## config.mk

```make
export PLATFORM = sky130hd
export DESIGN_NAME = wb_reg_responder
export DESIGN_NICKNAME = d
export VERILOG_FILES = /design/src/rtl/wb_reg_responder.sv
export SDC_FILE = /design/constraint.sdc
export NUM_CORES = 1
export LEC_CHECK = 0
export CAP_MARGIN = 20
export CORE_MARGIN = 4
export CORE_UTILIZATION = 55
export CTS_BUF_LIST = sky130_fd_sc_hd__clkbuf_2 sky130_fd_sc_hd__clkbuf_4 sky130_fd_sc_hd__clkbuf_8
export DETAILED_ROUTE_END_ITERATION = 10
export PLACE_DENSITY = 0.86
export SETUP_SLACK_MARGIN = 0.2
export SLEW_MARGIN = 40
export SYNTH_ARGS = -nofsm -noshare
export SYNTH_HDL_FRONTEND = slang
export SYNTH_SLANG_ARGS = --single-unit
export TNS_END_PERCENT = 100
```

## constraint.sdc

```tcl
create_clock -name clk_i -period 2.55 [get_ports clk_i]
set_clock_uncertainty 0.1 [all_clocks]
set_input_delay 0.255 -clock clk_i [delete_from_list [all_inputs] [get_ports clk_i]]
set_output_delay 0.255 -clock clk_i [all_outputs]
set_load 0.03 [all_outputs]
```

## src/rtl/wb_reg_responder.sv

```systemverilog
// Wishbone register responder: 8-word bank (ID, six R/W words, access counter)
// with programmable wait states and single-cycle ack/err termination.
module wb_reg_responder #(
  parameter logic [31:0] BASE_ADDR   = 32'h3000_0000,
  parameter logic [31:0] ID_VALUE    = 32'h5345_4D31,
  parameter int unsigned WAIT_CYCLES = 0
) (
  input  logic        clk_i,
  input  logic        rst_i,
  input  logic [31:0] wbd_dat_i,
  input  logic [31:0] wbd_adr_i,
  input  logic [3:0]  wbd_sel_i,
  input  logic        wbd_we_i,
  input  logic        wbd_cyc_i,
  input  logic        wbd_stb_i,
  output logic [31:0] wbd_dat_o,
  output logic        wbd_ack_o,
  output logic        wbd_err_o
);

  typedef enum logic [1:0] {StIdle, StWait, StResp} state_e;

  localparam bit         ZeroWait = (WAIT_CYCLES == 0);
  localparam logic [3:0] WaitLoad = 4'(WAIT_CYCLES - 1);

  state_e      state_q;
  logic [3:0]  wcnt_q;
  logic [31:0] adr_q, wdat_q;
  logic [3:0]  sel_q;
  logic        we_q;
  logic [31:0] regs_q [8];
  logic [31:0] cnt_q;
  logic        ack_q, err_q;
  logic [31:0] rdat_q;

  logic        req_present;
  logic [31:0] req_adr, req_dat;
  logic [3:0]  req_sel;
  logic        req_we;
  logic [2:0]  word;
  logic        dec_err;
  logic [31:0] rd_word;
  logic        resp_go;

  assign req_present = wbd_cyc_i & wbd_stb_i;

  // The zero-wait path decodes the live bus in IDLE; otherwise the captured copy.
  always_comb begin
    if (state_q == StIdle) begin
      req_adr = wbd_adr_i;
      req_dat = wbd_dat_i;
      req_sel = wbd_sel_i;
      req_we  = wbd_we_i;
    end else begin
      req_adr = adr_q;
      req_dat = wdat_q;
      req_sel = sel_q;
      req_we  = we_q;
    end
  end

  always_comb begin
    word    = req_adr[4:2];
    dec_err = (req_adr[31:5] != BASE_ADDR[31:5]) || (req_adr[1:0] != 2'b00) ||
              (req_we && (word == 3'd0 || word == 3'd7));
    case (word)
      3'd0:    rd_word = ID_VALUE;
      3'd7:    rd_word = cnt_q;
      default: rd_word = regs_q[word];
    endcase
    resp_go = req_present &&
              ((state_q == StIdle && ZeroWait) || (state_q == StWait && wcnt_q == 4'd0));
  end

  always_ff @(posedge clk_i) begin
    if (rst_i) begin
      state_q <= StIdle;
      wcnt_q  <= '0;
      adr_q   <= '0;
      wdat_q  <= '0;
      sel_q   <= '0;
      we_q    <= 1'b0;
      cnt_q   <= '0;
      ack_q   <= 1'b0;
      err_q   <= 1'b0;
      rdat_q  <= '0;
      for (int i = 0; i < 8; i++) regs_q[i] <= '0;
    end else begin
      ack_q  <= 1'b0;
      err_q  <= 1'b0;
      rdat_q <= '0;
      case (state_q)
        StIdle: begin
          if (req_present) begin
            adr_q  <= wbd_adr_i;
            wdat_q <= wbd_dat_i;
            sel_q  <= wbd_sel_i;
            we_q   <= wbd_we_i;
            if (!ZeroWait) begin
              wcnt_q  <= WaitLoad;
              state_q <= StWait;
            end
          end
        end
        StWait: begin
          if (!req_present) begin
            state_q <= StIdle;
          end else if (wcnt_q != 4'd0) begin
            wcnt_q <= wcnt_q - 4'd1;
          end
        end
        StResp:  state_q <= StIdle;
        default: state_q <= StIdle;
      endcase

      // Entering RESP: response, register update and count all land on this edge.
      if (resp_go) begin
        state_q <= StResp;
        if (dec_err) begin
          err_q <= 1'b1;
        end else begin
          ack_q <= 1'b1;
          cnt_q <= cnt_q + 32'd1;
          if (req_we) begin
            for (int b = 0; b < 4; b++) begin
              if (req_sel[b]) regs_q[word][8*b +: 8] <= req_dat[8*b +: 8];
            end
          end else begin
            rdat_q <= rd_word;
          end
        end
      end
    end
  end

  assign wbd_ack_o = ack_q;
  assign wbd_err_o = err_q;
  assign wbd_dat_o = rdat_q;

endmodule

```

==> flow_metrics.tcl <==
set metrics [dict create \
    status "finished, final reports clean" \
    core-area_um2 26800 \
    start_util 0.557 \
    dpl_cell_area_um2 17100 \
    required_ns 2.98 \
    synth_nets 1485 \
    yosysTopAreaCell "edfxtp_1" \
    dieHeight_um 173 \
    syn_area_um2 14900 \
    max_freq_ghz 0.400 \
    synthArstFlopShare 0 \
    place.port_buffers 106 \
    min_period_ns 2.50 \
    yosysTopAreaCellShare 0.386 \
    ir_drop_mv 0.488 \
    cts_root_buf "clkbuf_8" \
    finalWeightedCongestion 0.923 \
    die-area_um2 29900 \
    syn_to_final_growth_pct 25.7 \
    drtIter0Drc 2148 \
    multi_input_area_um2 6390 \
    num_rows 60 \
    end_kind "register" \
    fin_area_um2 18800 \
    grt_start_max_net_pins 136 \
    io_pins 107 \
    synthFlopType "edfxtp_1" \
    seqCellArea_um2 8490 \
    cts_num_sinks 328 \
    maxCapViolations 0 \
    synth_top_family_by_area "simple AND/OR/NAND/NOR gates" \
    numCtsBuffers 52 \
    synthAdderAreaFrac 0.000838 \
    synth-simple-area-share 0.191 \
    slew_viol_final 0 \
    muxShareOfSynthArea 0.0885 \
    p_per_area_nw_per_um2 621 \
    max_slew_margin 0.498 \
    post-route-period-util 0.980 \
    via_per_inst 6.62 \
    synth-edff-count 192 \
    worstMarginPinSlew_ns 0.753 \
    crit_path_start_kind "register" \
    ys_top_cells_by_area "edfxtp_1 39%, dfxtp_1 18%, nand2_1 6.0%, nor3_1 5.8%, a21oi_1 4.0%" \
    routed_wl_um 46100 \
    cts_tree "built" \
    layout.nets 1643 \
    drc 0 \
    diodes 0 \
    hpwl_um 28300 \
    setup_violations 0 \
    path_class "reg -> reg" \
    rsz0062_at_grt "true" \
    antenna_found_initial 1 \
    avgSynthCellArea_um2 10.6 \
    fin_total_pwr_mw 11.7 \
    hp-class "in -> reg" \
    wl_met3_um 5590 \
    grt_use_total 0.282 \
    clock_path_buffers 3 \
    drive_gt1_frac 0.214 \
    leakagePower_nw 6.43 \
    hold_viol_final 0 \
    synthCells 1411 \
    cp_data_arrival_time_ns 2.92 \
    die_width_um 173 \
    grt_pass1_vias 12400 \
    grt_pass1_wl_um 67900 \
    clk_pin_slew_ns 0.07 \
    insertion_delay_ns 0.60 \
    drt_first_pass_iters 7 \
    fillers 1681 \
    wl_per_cell_um 23.6 \
    grt_overflow 0 \
    met1_length_um 16600 \
    synth-compound-area-share 0.111 \
    via_count 12900 \
    ys.warnings.count 0 \
    cts_max_level 2 \
    dr.max_layer_used "met4" \
    drtAntennaViolNets 0 \
    synth_xor_area_frac 0 \
    wl_met2_um 21700 \
    yosysSeqAreaShare 0.568 \
    synth.distinct_cells 61 \
    critPathMaxFanout 9 \
    synth_seq_cells 328 \
]
-- kinds of logic (layout without fill, tap and decap cells) --
family	count (synthesis)	count (layout)
compound gates	244	244
fa+ha+maj	1	1
buf+inv	126	328
flops	328	328
mux	101	101
simple gates	611	611
-- critical path, stage by stage, from the launching register on --
cell,delay [ns]
dfxtp_4,0.44
mux2_2,0.38
buf_4,0.21
nor2_1,0.54
a221oi_1,0.21
o22ai_1,0.35
nor2b_1,0.20
-- layer usage --
metal / global-route usage / up-vias
li1: - / 5591
met1: 0.357 / 6105
met2: 0.463 / 1007
met3: 0.0754 / 223
met4: 0.120 / 0
met5: 0 / -
-- cell usage in the layout (no fill, tap or decap), drive strengths merged, types with 17 or more instances in the layout --
| master | netlist | final |
|---|---|---|
| a21oi | 119 | 119 |
| nor3 | 174 | 174 |
| nand2 | 237 | 237 |
| o2bb2ai | 25 | 25 |
| nand3 | 24 | 24 |
| nand4 | 17 | 17 |
| mux4 | 18 | 18 |
| clkbuf | 75 | 79 |
| o31ai | 21 | 21 |
| mux2 | 50 | 50 |
| clkinv | 0 | 18 |
| edfxtp | 192 | 192 |
| dfxtp | 136 | 136 |
| mux2i | 33 | 33 |
| or4 | 24 | 24 |
| nor2 | 84 | 84 |
| clkdlybuf4s50 | 0 | 105 |
| a41o | 20 | 20 |
| buf | 47 | 118 |
-- synthesized netlist by cell type, drive strengths merged, types with 15 or more instances --
library cell,number
o31ai,21
edfxtp,192
dfxtp,136
buf,47
nor2,84
a21oi,119
nand3,24
clkbuf,75
mux4,18
or4,24
nand4,17
nor2b,15
mux2,50
nor3,174
o2bb2ai,25
nand2,237
a41o,20
mux2i,33
-- stage by stage --
step	hold WS, ns	setup TNS, ns	setup WS (ns)	utilization	cells
5_1_grt	0.129	-0.0148	-0.0148	0.700	1954
3_3_place_gp	0.338	-20.33	-0.135	0.637	1839
6_report	0.124	0	0.0512	0.700	1954
4_1_cts	0.101	0	0.121	0.688	1945
2_1_floorplan	0.291	0	0.0681	-	1411
3_5_place_dp	0.347	-33.84	-0.195	0.637	1839
-- report_power, final --
group          total [mW]  switching (mW)  internal [mW]
Clock                4.69            2.15           2.54
Sequential           5.80          0.0697           5.74
Combinational        1.16           0.699          0.462
Total                11.7            2.92           8.73
-- cell type report --
class / instances / share of cell area
Timing Repair Buffer: 226 / 0.125
Tap cell: 341 / 0.0227
Sequential cell: 328 / 0.452
Clock inverter: 21 / 0.00680
Clock buffer: 77 / 0.0515
Multi-Input combinational cell: 957 / 0.341
Inverter: 4 / 0.00107
-- state kept, by name, summed over array words and instances (netlist names) --
signal,flops
adr_q,32
sel_q,4
wbd_err_o,1
regs_q,192
cnt_q,32
state_q,1
wbd_dat_o,32
we_q,1
wdat_q,32
wbd_ack_o,1
-- worst paths after layout --
path / cells after the start / to / slack, ns / start
max: 6 / wbd_dat_o[24]$_SDFF_PP0_ / 0.05 / state_q[1]$_SDFFE_PP0P_
max reg2reg: 6 / wbd_dat_o[24]$_SDFF_PP0_ / 0.05 / state_q[1]$_SDFFE_PP0P_
min: 3 / wdat_q[30]$_SDFFE_PP0P_ / 0.12 / wbd_dat_i[30]
min reg2reg: 2 / wdat_q[19]$_SDFFE_PP0P_ / 0.35 / wdat_q[19]$_SDFFE_PP0P_
-- timing repair --
action,in CTS,in global routing
setup endpoints to repair,407,423
buffers inserted,7,6
pin swaps,19,17
hold endpoints to repair,1,0
gates resized for setup,35,35
hold buffers,1,0
gates cloned,0,3
No activity file was read; power rests on OpenSTA's default activity.
